**src/rtl/unified_mem_arbiter_if.sv**
```systemverilog
// Bus bundle for unified_mem_arbiter: fetch port, load/store port and memory port.
// master = arbiter side, slave = pipeline/memory environment side.
interface unified_mem_arbiter_if #(
  parameter int ADDR_W = 8,
  parameter int DATA_W = 32
);
  logic              if_req;
  logic [ADDR_W-1:0] if_addr;
  logic [DATA_W-1:0] if_rdata;
  logic              if_done;
  logic              if_stall;

  logic              d_req;
  logic              d_we;
  logic [ADDR_W-1:0] d_addr;
  logic [DATA_W-1:0] d_wdata;
  logic [2:0]        d_func3;
  logic [DATA_W-1:0] d_rdata;
  logic              d_done;
  logic              d_stall;

  logic              mem_req;
  logic              mem_we;
  logic [ADDR_W-1:0] mem_addr;
  logic [DATA_W-1:0] mem_wdata;
  logic [2:0]        mem_func3;
  logic [DATA_W-1:0] mem_rdata;
  logic              mem_ready;

  logic              err;

  modport master (
    input  if_req, if_addr,
    output if_rdata, if_done, if_stall,
    input  d_req, d_we, d_addr, d_wdata, d_func3,
    output d_rdata, d_done, d_stall,
    output mem_req, mem_we, mem_addr, mem_wdata, mem_func3,
    input  mem_rdata, mem_ready,
    output err
  );

  modport slave (
    output if_req, if_addr,
    input  if_rdata, if_done, if_stall,
    output d_req, d_we, d_addr, d_wdata, d_func3,
    input  d_rdata, d_done, d_stall,
    input  mem_req, mem_we, mem_addr, mem_wdata, mem_func3,
    output mem_rdata, mem_ready,
    input  err
  );
endinterface

```
**src/rtl/unified_mem_arbiter.sv**
```systemverilog
// Arbitrates the single-ported unified memory between instruction fetch and load/store.
// Optional GRANT timeout with err pulse is compiled in with `define MEM_ARB_TIMEOUT_EN.
module unified_mem_arbiter #(
  parameter int ADDR_W     = 8,
  parameter int DATA_W     = 32,
  parameter int MAX_STREAK = 4
`ifdef MEM_ARB_TIMEOUT_EN
  , parameter int TIMEOUT  = 15
`endif
) (
  input  logic clk,
  input  logic rst,
  unified_mem_arbiter_if.master bus
);

  typedef enum logic [1:0] {IDLE, GRANT, RESP} state_t;

  localparam int SW = (MAX_STREAK > 0) ? $clog2(MAX_STREAK + 1) : 1;

  state_t        state, state_nxt;
  logic [SW-1:0] streak;
  logic          gnt_fetch;
  logic          fetch_win;
  logic          tmo_hit;

  // A waiting fetch overrides data priority once data has won MAX_STREAK times in a row.
  assign fetch_win = bus.if_req &&
                     (!bus.d_req || (MAX_STREAK != 0 && streak == SW'(MAX_STREAK)));

  assign bus.if_stall = bus.if_req & ~bus.if_done;
  assign bus.d_stall  = bus.d_req  & ~bus.d_done;

`ifdef MEM_ARB_TIMEOUT_EN
  localparam int TW = $clog2(TIMEOUT + 1);
  logic [TW-1:0] tmo_cnt;

  assign tmo_hit = (state == GRANT) && !bus.mem_ready && (tmo_cnt == TW'(TIMEOUT - 1));

  always_ff @(posedge clk or negedge rst) begin
    if (!rst)                tmo_cnt <= '0;
    else if (state != GRANT) tmo_cnt <= '0;
    else                     tmo_cnt <= tmo_cnt + 1'b1;
  end
`else
  assign tmo_hit = 1'b0;
`endif

  always_ff @(posedge clk or negedge rst) begin
    if (!rst) state <= IDLE;
    else      state <= state_nxt;
  end

  always_comb begin
    state_nxt = state;
    case (state)
      IDLE:    if (bus.if_req || bus.d_req)   state_nxt = GRANT;
      GRANT:   if (bus.mem_ready || tmo_hit)  state_nxt = RESP;
      RESP:                                   state_nxt = IDLE;
      default:                                state_nxt = IDLE;
    endcase
  end

  always_ff @(posedge clk or negedge rst) begin
    if (!rst) begin
      bus.mem_req   <= 1'b0;
      bus.mem_we    <= 1'b0;
      bus.mem_addr  <= {ADDR_W{1'b0}};
      bus.mem_wdata <= {DATA_W{1'b0}};
      bus.mem_func3 <= 3'b000;
      bus.if_rdata  <= {DATA_W{1'b0}};
      bus.d_rdata   <= {DATA_W{1'b0}};
      bus.if_done   <= 1'b0;
      bus.d_done    <= 1'b0;
      bus.err       <= 1'b0;
      streak        <= '0;
      gnt_fetch     <= 1'b0;
    end else begin
      bus.if_done <= 1'b0;
      bus.d_done  <= 1'b0;
      bus.err     <= 1'b0;
      case (state)
        IDLE: begin
          if (fetch_win) begin
            bus.mem_req   <= 1'b1;
            bus.mem_we    <= 1'b0;
            bus.mem_addr  <= bus.if_addr;
            bus.mem_wdata <= {DATA_W{1'b0}};
            bus.mem_func3 <= 3'b010;
            gnt_fetch     <= 1'b1;
            streak        <= '0;
          end else if (bus.d_req) begin
            bus.mem_req   <= 1'b1;
            bus.mem_we    <= bus.d_we;
            bus.mem_addr  <= bus.d_addr;
            bus.mem_wdata <= bus.d_wdata;
            bus.mem_func3 <= bus.d_func3;
            gnt_fetch     <= 1'b0;
            if (!bus.if_req)                   streak <= '0;
            else if (streak != SW'(MAX_STREAK)) streak <= streak + 1'b1;
          end
        end
        GRANT: begin
          if (bus.mem_ready) begin
            bus.mem_req <= 1'b0;
            bus.mem_we  <= 1'b0;
            if (gnt_fetch) begin
              bus.if_rdata <= bus.mem_rdata;
              bus.if_done  <= 1'b1;
            end else begin
              bus.d_rdata  <= bus.mem_rdata;
              bus.d_done   <= 1'b1;
            end
          end else if (tmo_hit) begin
            // Abandoned access completes with zero data so the pipeline can move on.
            bus.mem_req <= 1'b0;
            bus.mem_we  <= 1'b0;
            bus.err     <= 1'b1;
            if (gnt_fetch) begin
              bus.if_rdata <= {DATA_W{1'b0}};
              bus.if_done  <= 1'b1;
            end else begin
              bus.d_rdata  <= {DATA_W{1'b0}};
              bus.d_done   <= 1'b1;
            end
          end
        end
        default: ;
      endcase
    end
  end

endmodule

```
**src/flat_wrapper.sv**
```systemverilog
// flat-port wrapper written by rule: the top's interface ports become plain ports
module unified_mem_arbiter_flat 
#(
  parameter int ADDR_W     = 8,
  parameter int DATA_W     = 32,
  parameter int MAX_STREAK = 4

)
  (clk, rst, bus_if_req, bus_if_addr, bus_if_rdata, bus_if_done, bus_if_stall, bus_d_req, bus_d_we, bus_d_addr, bus_d_wdata, bus_d_func3, bus_d_rdata, bus_d_done, bus_d_stall, bus_mem_req, bus_mem_we, bus_mem_addr, bus_mem_wdata, bus_mem_func3, bus_mem_rdata, bus_mem_ready, bus_err);
  unified_mem_arbiter_if #(.ADDR_W(ADDR_W), .DATA_W(DATA_W)) bus_i ();
  input  logic clk;
  input  logic rst;
  input wire logic [$bits(bus_i.if_req)-1:0] bus_if_req;
  input wire logic [$bits(bus_i.if_addr)-1:0] bus_if_addr;
  output wire logic [$bits(bus_i.if_rdata)-1:0] bus_if_rdata;
  output wire logic [$bits(bus_i.if_done)-1:0] bus_if_done;
  output wire logic [$bits(bus_i.if_stall)-1:0] bus_if_stall;
  input wire logic [$bits(bus_i.d_req)-1:0] bus_d_req;
  input wire logic [$bits(bus_i.d_we)-1:0] bus_d_we;
  input wire logic [$bits(bus_i.d_addr)-1:0] bus_d_addr;
  input wire logic [$bits(bus_i.d_wdata)-1:0] bus_d_wdata;
  input wire logic [$bits(bus_i.d_func3)-1:0] bus_d_func3;
  output wire logic [$bits(bus_i.d_rdata)-1:0] bus_d_rdata;
  output wire logic [$bits(bus_i.d_done)-1:0] bus_d_done;
  output wire logic [$bits(bus_i.d_stall)-1:0] bus_d_stall;
  output wire logic [$bits(bus_i.mem_req)-1:0] bus_mem_req;
  output wire logic [$bits(bus_i.mem_we)-1:0] bus_mem_we;
  output wire logic [$bits(bus_i.mem_addr)-1:0] bus_mem_addr;
  output wire logic [$bits(bus_i.mem_wdata)-1:0] bus_mem_wdata;
  output wire logic [$bits(bus_i.mem_func3)-1:0] bus_mem_func3;
  input wire logic [$bits(bus_i.mem_rdata)-1:0] bus_mem_rdata;
  input wire logic [$bits(bus_i.mem_ready)-1:0] bus_mem_ready;
  output wire logic [$bits(bus_i.err)-1:0] bus_err;
  assign bus_i.if_req = bus_if_req;
  assign bus_i.if_addr = bus_if_addr;
  assign bus_if_rdata = bus_i.if_rdata;
  assign bus_if_done = bus_i.if_done;
  assign bus_if_stall = bus_i.if_stall;
  assign bus_i.d_req = bus_d_req;
  assign bus_i.d_we = bus_d_we;
  assign bus_i.d_addr = bus_d_addr;
  assign bus_i.d_wdata = bus_d_wdata;
  assign bus_i.d_func3 = bus_d_func3;
  assign bus_d_rdata = bus_i.d_rdata;
  assign bus_d_done = bus_i.d_done;
  assign bus_d_stall = bus_i.d_stall;
  assign bus_mem_req = bus_i.mem_req;
  assign bus_mem_we = bus_i.mem_we;
  assign bus_mem_addr = bus_i.mem_addr;
  assign bus_mem_wdata = bus_i.mem_wdata;
  assign bus_mem_func3 = bus_i.mem_func3;
  assign bus_i.mem_rdata = bus_mem_rdata;
  assign bus_i.mem_ready = bus_mem_ready;
  assign bus_err = bus_i.err;
  unified_mem_arbiter #(.ADDR_W(ADDR_W), .DATA_W(DATA_W), .MAX_STREAK(MAX_STREAK)) u_core (.clk(clk), .rst(rst), .bus(bus_i));
endmodule
```
**config.mk**
```make
export PLATFORM = sky130hd
export DESIGN_NAME = unified_mem_arbiter_flat
export DESIGN_NICKNAME = d
export VERILOG_FILES = /design/src/rtl/unified_mem_arbiter_if.sv /design/src/rtl/unified_mem_arbiter.sv /design/src/flat_wrapper.sv
export SDC_FILE = /design/constraint.sdc
export NUM_CORES = 1
export LEC_CHECK = 0
export CORE_MARGIN = 5
export CORE_UTILIZATION = 40
export DETAILED_ROUTE_END_ITERATION = 7
export PLACE_DENSITY = 0.86
export SYNTH_ARGS = -nofsm -noshare
export SYNTH_HDL_FRONTEND = slang
export SYNTH_SLANG_ARGS = --single-unit
```
**constraint.sdc**
```tcl
create_clock -name clk -period 2.75 [get_ports clk]
set_input_delay 0.4125 -clock clk [delete_from_list [all_inputs] [get_ports clk]]
set_output_delay 0.4125 -clock clk [all_outputs]
set_load 0.02 [all_outputs]
```
==> key figures, run 1 <==
Routing
  – First drt pass iteration count: 4
  – Routed Wire Length: 12.7 mm
  – Total DRC errors in the routed layout: 0
  – Vias per std cell: 5.06
  – Initial DRC count: 148
  – DRT antenna net count: 0
  – Vias post-DR: 3386
  – Drt wl/cell: 18.9 um

Place
  – Detailed-placement wirelength estimate: 8.95 mm
  – Total cell area at the placement stage: 6800 um2
  – Placed instance count: 636
  – Count of port buffers added during placement: 201
  – Final weighted congestion in routability-driven placement: 0.751

STA
  – Share of the clock period used by the worst path after layout: 0.853
  – Min cycle time layout: 2.35 ns
  – Highest clock frequency the design can meet: 0.426 GHz
  – Total Negative Setup Slacks: 0 ns
  – Number of setup violations in the final report: 0
  – Worst max-slew margin expressed relative to the limit: 0.534
  – Layout Skew: 0.00816 ns
  – Setup repair after global routing missed its margin: no
  – Number of hold-slack violations in the final timing report: 0
  – Tightest Pin Transition: 0.699 ns
  – Number of max-slew violations in the final report: 0

Global route
  – Met2 demand-to-capacity share in global routing: 0.301
  – Routing usage on met3: 0.0870
  – Global-route met1 utilization: 0.217
  – Global-route wire length before repair: 20.6 mm
  – Overall track demand over capacity in global routing: 0.188
  – Vias in the first global route: 3734
  – Layer with the highest usage: met2
  – Pin count of the biggest net entering global routing: 52
  – Antenna violations before repair: 0
  – Grt total ovfl: 0

Synth
  – Count of flip-flops with a built-in enable after synthesis: 0
  – Cells after Synth: 305
  – Count of synthesis-stage warnings from yosys: 0
  – Sequential-to-total area share from yosys stat: 0.628
  – Fraction of synthesis flops using an asynchronous set or reset pin: 1.00
  – Flip-flop and latch count after synthesis: 117
  – Post-synthesis instance area: 4660 um2
  – Number of distinct library cells after synthesis: 34
  – Post-Syn Nets: 396
  – Dominant register cell in the synthesized netlist: sky130_fd_sc_hd__dfrtp_1
  – Mean area per synthesized cell: 15.3 um2

Cells and area
  – Area added between synthesis and finish: 59.6%
  – Final antenna diode count: 0
  – Final core occ: 0.652
  – NumNets Final: 604
  – Share of cells above drive strength 1: 0.192
  – Final instance area: 7440 um2
  – Post-route insts no fill: 669

Hold path
  – Worst hold path cell count: 2
  – Startpoint of the most critical hold path: u_core.bus.mem_req$_DFFE_PN0P_
  – Min-Delay Path Class: flop to flop
  – Worst hold path endpoint: u_core.bus.mem_req$_DFFE_PN0P_

Setup path
  – Reg2reg setup slack: 0.95 ns
  – Worst Reg2Reg Path Length in Cells: 3
  – Worst R2R Start: u_core.state[0]$_DFFE_PN0P_
  – Endpoint of the most critical register-to-register path: u_core.bus.mem_wdata[2]$_DFFE_PN0P_
  – Kind of start point of the critical path: primary input
  – Setup Crit Path Kind: primary input to output pin
  – Capturing element type of the critical path: output pin
  – Required @ worst endpoint: 2.34 ns
  – CP arrival: 1.93 ns
  – Critical Path Fanout Max: 9

Flow run
  – Number of max-cap violations: 0

Die
  – Die Span X: 118 um
  – Total I/O pin count: 203
  – Core ar.: 11400 um2
  – Die height: 118 um
  – Num rows: 39
  – Initial standard-cell utilization of the core: 0.408
  – Die area: 13900 um2

Clock tree
  – H-tree Lvls: 4
  – Clock slew at the register clock pins of the worst setup and hold paths: 0.05 ns
  – CTS tree: yes
  – Count of buffers added by post-CTS timing repair for setup: 0
  – CTS Sinks: 117
  – Master cell of the clock root buffer: sky130_fd_sc_hd__clkbuf_16
  – Worst skew pair latency: 0.42 ns
  – Number of clock buffers inserted by TritonCTS: 17
  – Max clock buf depth: 2
  – PostCTS Resize Cnt: 0

Run status
  – Status: finished, final reports clean

Pwr
  – Cell Pwr Density: 1310 nW/um2
  – Peak supply drop: 0.000855 V
  – Leakage power total: 3.33 nW
==> critical path, stage by stage <==
cell,delay (ns)
sky130_fd_sc_hd__clkdlybuf4s50_1,0.60
sky130_fd_sc_hd__inv_1,0.18
sky130_fd_sc_hd__nor2_1,0.13
sky130_fd_sc_hd__clkdlybuf4s50_1,0.61
==> cell usage in the layout (no fill, tap or decap), types with 2 or more instances in the layout <==
cell type,instances
sky130_fd_sc_hd__nand2_1,10
sky130_fd_sc_hd__a22o_1,34
sky130_fd_sc_hd__nand4_1,3
sky130_fd_sc_hd__clkbuf_16,17
sky130_fd_sc_hd__mux2_1,10
sky130_fd_sc_hd__nand2_4,2
sky130_fd_sc_hd__dfrtp_1,117
sky130_fd_sc_hd__clkinv_4,2
sky130_fd_sc_hd__a2bb2oi_1,9
sky130_fd_sc_hd__nor2_1,2
sky130_fd_sc_hd__clkinvlp_4,6
sky130_fd_sc_hd__o211a_1,8
sky130_fd_sc_hd__buf_4,6
sky130_fd_sc_hd__nor2b_1,2
sky130_fd_sc_hd__o21ai_1,2
sky130_fd_sc_hd__clkinv_2,2
sky130_fd_sc_hd__inv_6,2
sky130_fd_sc_hd__buf_12,2
sky130_fd_sc_hd__mux2_4,29
sky130_fd_sc_hd__clkdlybuf4s50_1,200
sky130_fd_sc_hd__ha_1,2
sky130_fd_sc_hd__o21ai_0,9
sky130_fd_sc_hd__bufinv_16,4
sky130_fd_sc_hd__mux2_2,25
sky130_fd_sc_hd__nor2_4,2
sky130_fd_sc_hd__inv_1,6
==> where the power goes <==
part	switching [W]	internal, W
clock network	0.000814	0.00152
registers	0.000484	0.00254
logic	0.00206	0.00235
==> cell usage after synthesis (2+ instances only) <==
| cell type | n | area, um2 |
|---|---|---|
| sky130_fd_sc_hd__dfrtp_1 | 117 | 2930 |
| sky130_fd_sc_hd__a22o_1 | 34 | 298 |
| sky130_fd_sc_hd__mux2_4 | 29 | 435 |
| sky130_fd_sc_hd__mux2_2 | 25 | 282 |
| sky130_fd_sc_hd__mux2_1 | 10 | 113 |
| sky130_fd_sc_hd__nand2_1 | 10 | 37.5 |
| sky130_fd_sc_hd__a2bb2oi_1 | 9 | 78.8 |
| sky130_fd_sc_hd__buf_2 | 9 | 45.0 |
| sky130_fd_sc_hd__o21ai_0 | 9 | 45.0 |
| sky130_fd_sc_hd__o211a_1 | 8 | 80.1 |
| sky130_fd_sc_hd__inv_1 | 6 | 22.5 |
| sky130_fd_sc_hd__buf_4 | 5 | 37.5 |
| sky130_fd_sc_hd__buf_6 | 3 | 33.8 |
| sky130_fd_sc_hd__clkbuf_1 | 3 | 11.3 |
| sky130_fd_sc_hd__nand4_1 | 3 | 18.8 |
| sky130_fd_sc_hd__ha_1 | 2 | 25.0 |
| sky130_fd_sc_hd__nand2_4 | 2 | 22.5 |
| sky130_fd_sc_hd__nor2_1 | 2 | 7.51 |
| sky130_fd_sc_hd__nor2_4 | 2 | 22.5 |
| sky130_fd_sc_hd__nor2b_1 | 2 | 12.5 |
| sky130_fd_sc_hd__o21ai_1 | 2 | 10.0 |
==> how the worst max path moves through the flow <==
stage,end,from,depth (start not counted)
6_report,bus_if_stall,bus_if_req,4
5_1_grt,bus_if_stall,bus_if_req,4
4_1_cts,bus_if_stall,bus_if_req,4
3_5_place_dp,u_core.bus.mem_wdata[3]$_DFFE_PN0P_,bus_if_req,4
3_3_place_gp,u_core.bus.mem_func3[1]$_DFFE_PN0P_,bus_if_req,4
2_1_floorplan,u_core.bus.mem_func3[0]$_DFFE_PN0P_,u_core.streak[0]$_DFFE_PN0P_,7
==> cell families after synthesis <==
kind of cell             Yosys count  share of synthesized area
adder cells (fa/ha/maj)            2                    0.00537
AND/OR/NAND/NOR                   28                     0.0386
buffers and inverters             27                     0.0333
other                              1                   0.000804
AO/OA/AOI/OAI                     66                      0.116
multiplexers                      64                      0.178
flip-flops                       117                      0.628
==> stage by stage <==
stage | power, W | worst slack [ns] | hold slack, ns
3_5_place_dp | 0.00748 | 0.274 | 0.392
5_1_grt | 0.0103 | 0.301 | 0.491
2_1_floorplan | 0.00538 | 1.32 | 0.117
3_3_place_gp | 0.00735 | 0.374 | 0.380
4_1_cts | 0.00990 | 0.397 | 0.478
6_report | 0.00977 | 0.405 | 0.474
==> metal layers <==
layer	up-vias	routed length (um)
li1	1526	-
met1	1702	5010
met2	137	6300
met3	21	1120
met4	0	239
met5	-	0
==> cell type report <==
type                       count  area [um2]
fill                         852        3980
sequential                   117        2930
timing repair buffer         209        2100
multi-input combinational    161        1580
clock buffer                  17         425
clock inverter                15         205
tap                          143         179
inverter                       7        27.5
==> what timing repair did <==
item                                    4_1_cts  5_1_grt
hold endpoints to repair                     32        0
hold buffers                                  1        0
endpoints found under the setup margin        0        0
==> state kept, by name, indices dropped and copies added (netlist names), 2 cells and up <==
register              flops
u_core.bus.mem_func3      3
u_core.state              2
u_core.bus.mem_wdata     32
u_core.bus.mem_addr       8
u_core.streak             3
u_core.bus.if_rdata      32
u_core.bus.d_rdata       32
No activity file was read; power rests on OpenSTA's default activity.
==> run 2: changes to the inputs <==
CORE_UTILIZATION = 38   (was 40)
GPL_TIMING_DRIVEN = 0   (was unset)
PLACE_DENSITY = 0.85   (was 0.86)
clock period = 2 ns   (was 2.75 ns; I/O delays follow)
==> key figures, run 2 (same netlist as run 1, synthesis figures left out) <==
Run status
  – Status: finished, final reports clean

Cells and area
  – Share of cells above drive strength 1: 0.196 (+0.00428)
  – Most common cell after layout, fill and taps aside: sky130_fd_sc_hd__clkdlybuf4s50_1
  – Top library cells by usage in the layout, fill and taps aside: sky130_fd_sc_hd__clkdlybuf4s50_1 (199), sky130_fd_sc_hd__dfrtp_1 (117), sky130_fd_sc_hd__a22o_1 (34)
  – Final core occ: 0.623 (-0.0293)
  – Area added between synthesis and finish: 60.4%
  – Final antenna diode count: 0 (unchanged)
  – NumNets Final: 618 (+2.3%)
  – Largest registers in the final layout: u_core.bus.d_rdata (32), u_core.bus.if_rdata (32), u_core.bus.mem_wdata (32)

Place
  – Final weighted congestion in routability-driven placement: 0.784 (+4.4%)
  – Count of port buffers added during placement: 201 (unchanged)
  – Detailed-placement wirelength estimate: 9.30 mm (+3.9%)

Die
  – Num rows: 40 (+2.6%)
  – Die height: 121 um (+2.4%)
  – Total I/O pin count: 203 (unchanged)
  – Die Span X: 121 um (+2.4%)
  – Core ar.: 12000 um2 (+5.2%)
  – Die area: 14600 um2 (+4.8%)
  – Initial standard-cell utilization of the core: 0.388 (-0.0202)

Routing
  – Top routing layer in use: met4
  – Vias per std cell: 4.94 (-2.4%)
  – Initial DRC count: 121 (-18%)
  – Detailed-routed wire length on met3: 1.13 mm (+1.3%)
  – Total DRC errors in the routed layout: 0 (unchanged)
  – First drt pass iteration count: 4 (unchanged)
  – Drt wl/cell: 18.2 um (-3.7%)
  – DRT antenna net count: 0 (unchanged)
  – Metal-1 WL: 5.04 mm (+0.66%)
  – Vias post-DR: 3394 (+0.24%)
  – Total length of routed met2 wires: 6.18 mm (-1.8%)
  – Routed Wire Length: 12.5 mm (-1.1%)

Global route
  – Global-route wire length before repair: 20.2 mm (-2.0%)
  – Antenna violations before repair: 0 (unchanged)
  – Vias in the first global route: 3878 (+3.9%)
  – Grt total ovfl: 0 (unchanged)
  – Overall track demand over capacity in global routing: 0.177 (-0.0102)
  – Pin count of the biggest net entering global routing: 64 (+23%)

STA
  – Highest clock frequency the design can meet: 0.526 GHz
  – Share of the clock period used by the worst path after layout: 0.950
  – Worst max-slew margin expressed relative to the limit: 0.527 (-0.00675)
  – Layout Skew: 0.00636 ns (-0.00181 ns)
  – Number of max-slew violations in the final report: 0 (unchanged)
  – Setup repair after global routing missed its margin: no
  – Number of hold-slack violations in the final timing report: 0 (unchanged)
  – Number of setup violations in the final report: 0 (unchanged)
  – Tightest Pin Transition: 0.710 ns (+0.0101 ns)
  – Total Negative Setup Slacks: 0 ns (unchanged)
  – Minimum hold slack: 0.472 ns (-0.00120 ns)
  – Min cycle time layout: 1.90 ns

Clock tree
  – Worst skew pair latency: 0.40 ns (-0.02 ns)
  – Clock slew at the register clock pins of the worst setup and hold paths: 0.05 ns (about the same)
  – Master cell of the clock root buffer: sky130_fd_sc_hd__clkbuf_16
  – CTS Sinks: 117 (unchanged)
  – Number of clock buffers inserted by TritonCTS: 17 (unchanged)
  – Count of buffers added by post-CTS timing repair for setup: 0 (unchanged)
  – Max clock buf depth: 2 (unchanged)
  – H-tree Lvls: 4 (unchanged)
  – CTS tree: yes

Setup path
  – Required @ worst endpoint: 1.70 ns (-0.64 ns)
  – CP arrival: 1.60 ns (-0.33 ns)
  – Critical Path Fanout Max: 4 (-5)
  – Setup Crit Path Kind: primary input to output pin
  – Capturing element type of the critical path: output pin
  – Kind of start point of the critical path: primary input

Pwr
  – Portion of total power attributed to sequential cells: 0.313 (+0.003)
  – Proportion of power drawn by the clock network: 0.224 (-0.015)
  – Leakage power total: 3.37 nW (+1.4%)
  – Peak supply drop: 0.00109 V (+28%)
  – Proportion of power drawn by combinational gates: 0.463 (+0.012)
  – Internal cell power: 0.00878 W (+37%)
  – Cell Pwr Density: 1780 nW/um2 (+35%)
  – Fraction of power spent switching nets: 0.340 (-0.00369)
  – Switching power: 0.00452 W (+35%)

Flow run
  – Number of max-cap violations: 0 (unchanged)

Hold path
  – Min-Delay Path Class: primary input to flop
## run 2: repair_timing
action / CTS / global route
setup endpoints to repair: 1 / 0
hold endpoints to repair: 54 / 0
hold buffers: 1 / 0
gates resized for setup: 1 / 0
## run 2: layout make-up
| type | instances | area, um2 |
|---|---|---|
| tap | 147 | 184 |
| inverter | 7 | 27.5 |
| sequential | 117 | 2930 |
| timing repair buffer | 203 | 2050 |
| buffer | 20 | 128 |
| multi-input combinational | 161 | 1580 |
| clock inverter | 9 | 128 |
| fill | 892 | 4530 |
| clock buffer | 23 | 458 |
## run 2: final timing paths
path,to,from,cells past startpoint,slack (ns)
min in group asynchronous,u_core.bus.mem_wdata[30]$_DFFE_PN0P_,rst,2,0.51
worst max register to register,u_core.bus.mem_wdata[27]$_DFFE_PN0P_,u_core.streak[0]$_DFFE_PN0P_,7,0.38
max in group asynchronous,u_core.bus.if_rdata[17]$_DFFE_PN0P_,rst,3,0.73
worst min register to register,u_core.bus.d_rdata[14]$_DFFE_PN0P_,u_core.bus.d_rdata[14]$_DFFE_PN0P_,1,0.48
worst min-delay path,u_core.bus.mem_func3[1]$_DFFE_PN0P_,bus_d_func3[1],3,0.47
worst max-delay path,bus_d_stall,bus_d_req,3,0.1
## run 2: metrics by stage
stage / cell area (um2) / total power, W / cells / worst slack (ns)
floorplan: 4660 / 0.00740 / 305 / 0.573
global placement: 6860 / 0.0102 / 653 / -3.69
detailed placement: 6880 / 0.0104 / 654 / -0.0916
CTS: 7480 / 0.0135 / 687 / 0.0889
global route: 7480 / 0.0140 / 687 / 0.0260
finish: 7480 / 0.0133 / 687 / 0.0993
## run 2: worst max-delay path, stage by stage
cell                              delay, ns
sky130_fd_sc_hd__clkdlybuf4s50_1       0.54
sky130_fd_sc_hd__nor2b_1               0.15
sky130_fd_sc_hd__clkdlybuf4s50_1       0.61
## run 2: power groups by stage
stage / Clock (W) / Combinational [W] / Sequential, W
5_1_grt: 0.00318 / 0.00651 / 0.00431
4_1_cts: 0.00306 / 0.00624 / 0.00417
3_5_place_dp: 0 / 0.00620 / 0.00418
2_1_floorplan: 0 / 0.00198 / 0.00542
3_3_place_gp: 0 / 0.00607 / 0.00411
6_report: 0.00298 / 0.00615 / 0.00416
## run 2: layer usage
layer  track usage  up-vias
met5             0        -
met4        0.0680        0
met3        0.0790       15
met2         0.294      142
met1         0.201     1683
li1              -     1554
==> run 3: changes to the inputs <==
ABC_AREA = 0   (was unset)
==> results of run 3 <==
No change in the layout: final DEF, timing and power equal those of run 2.
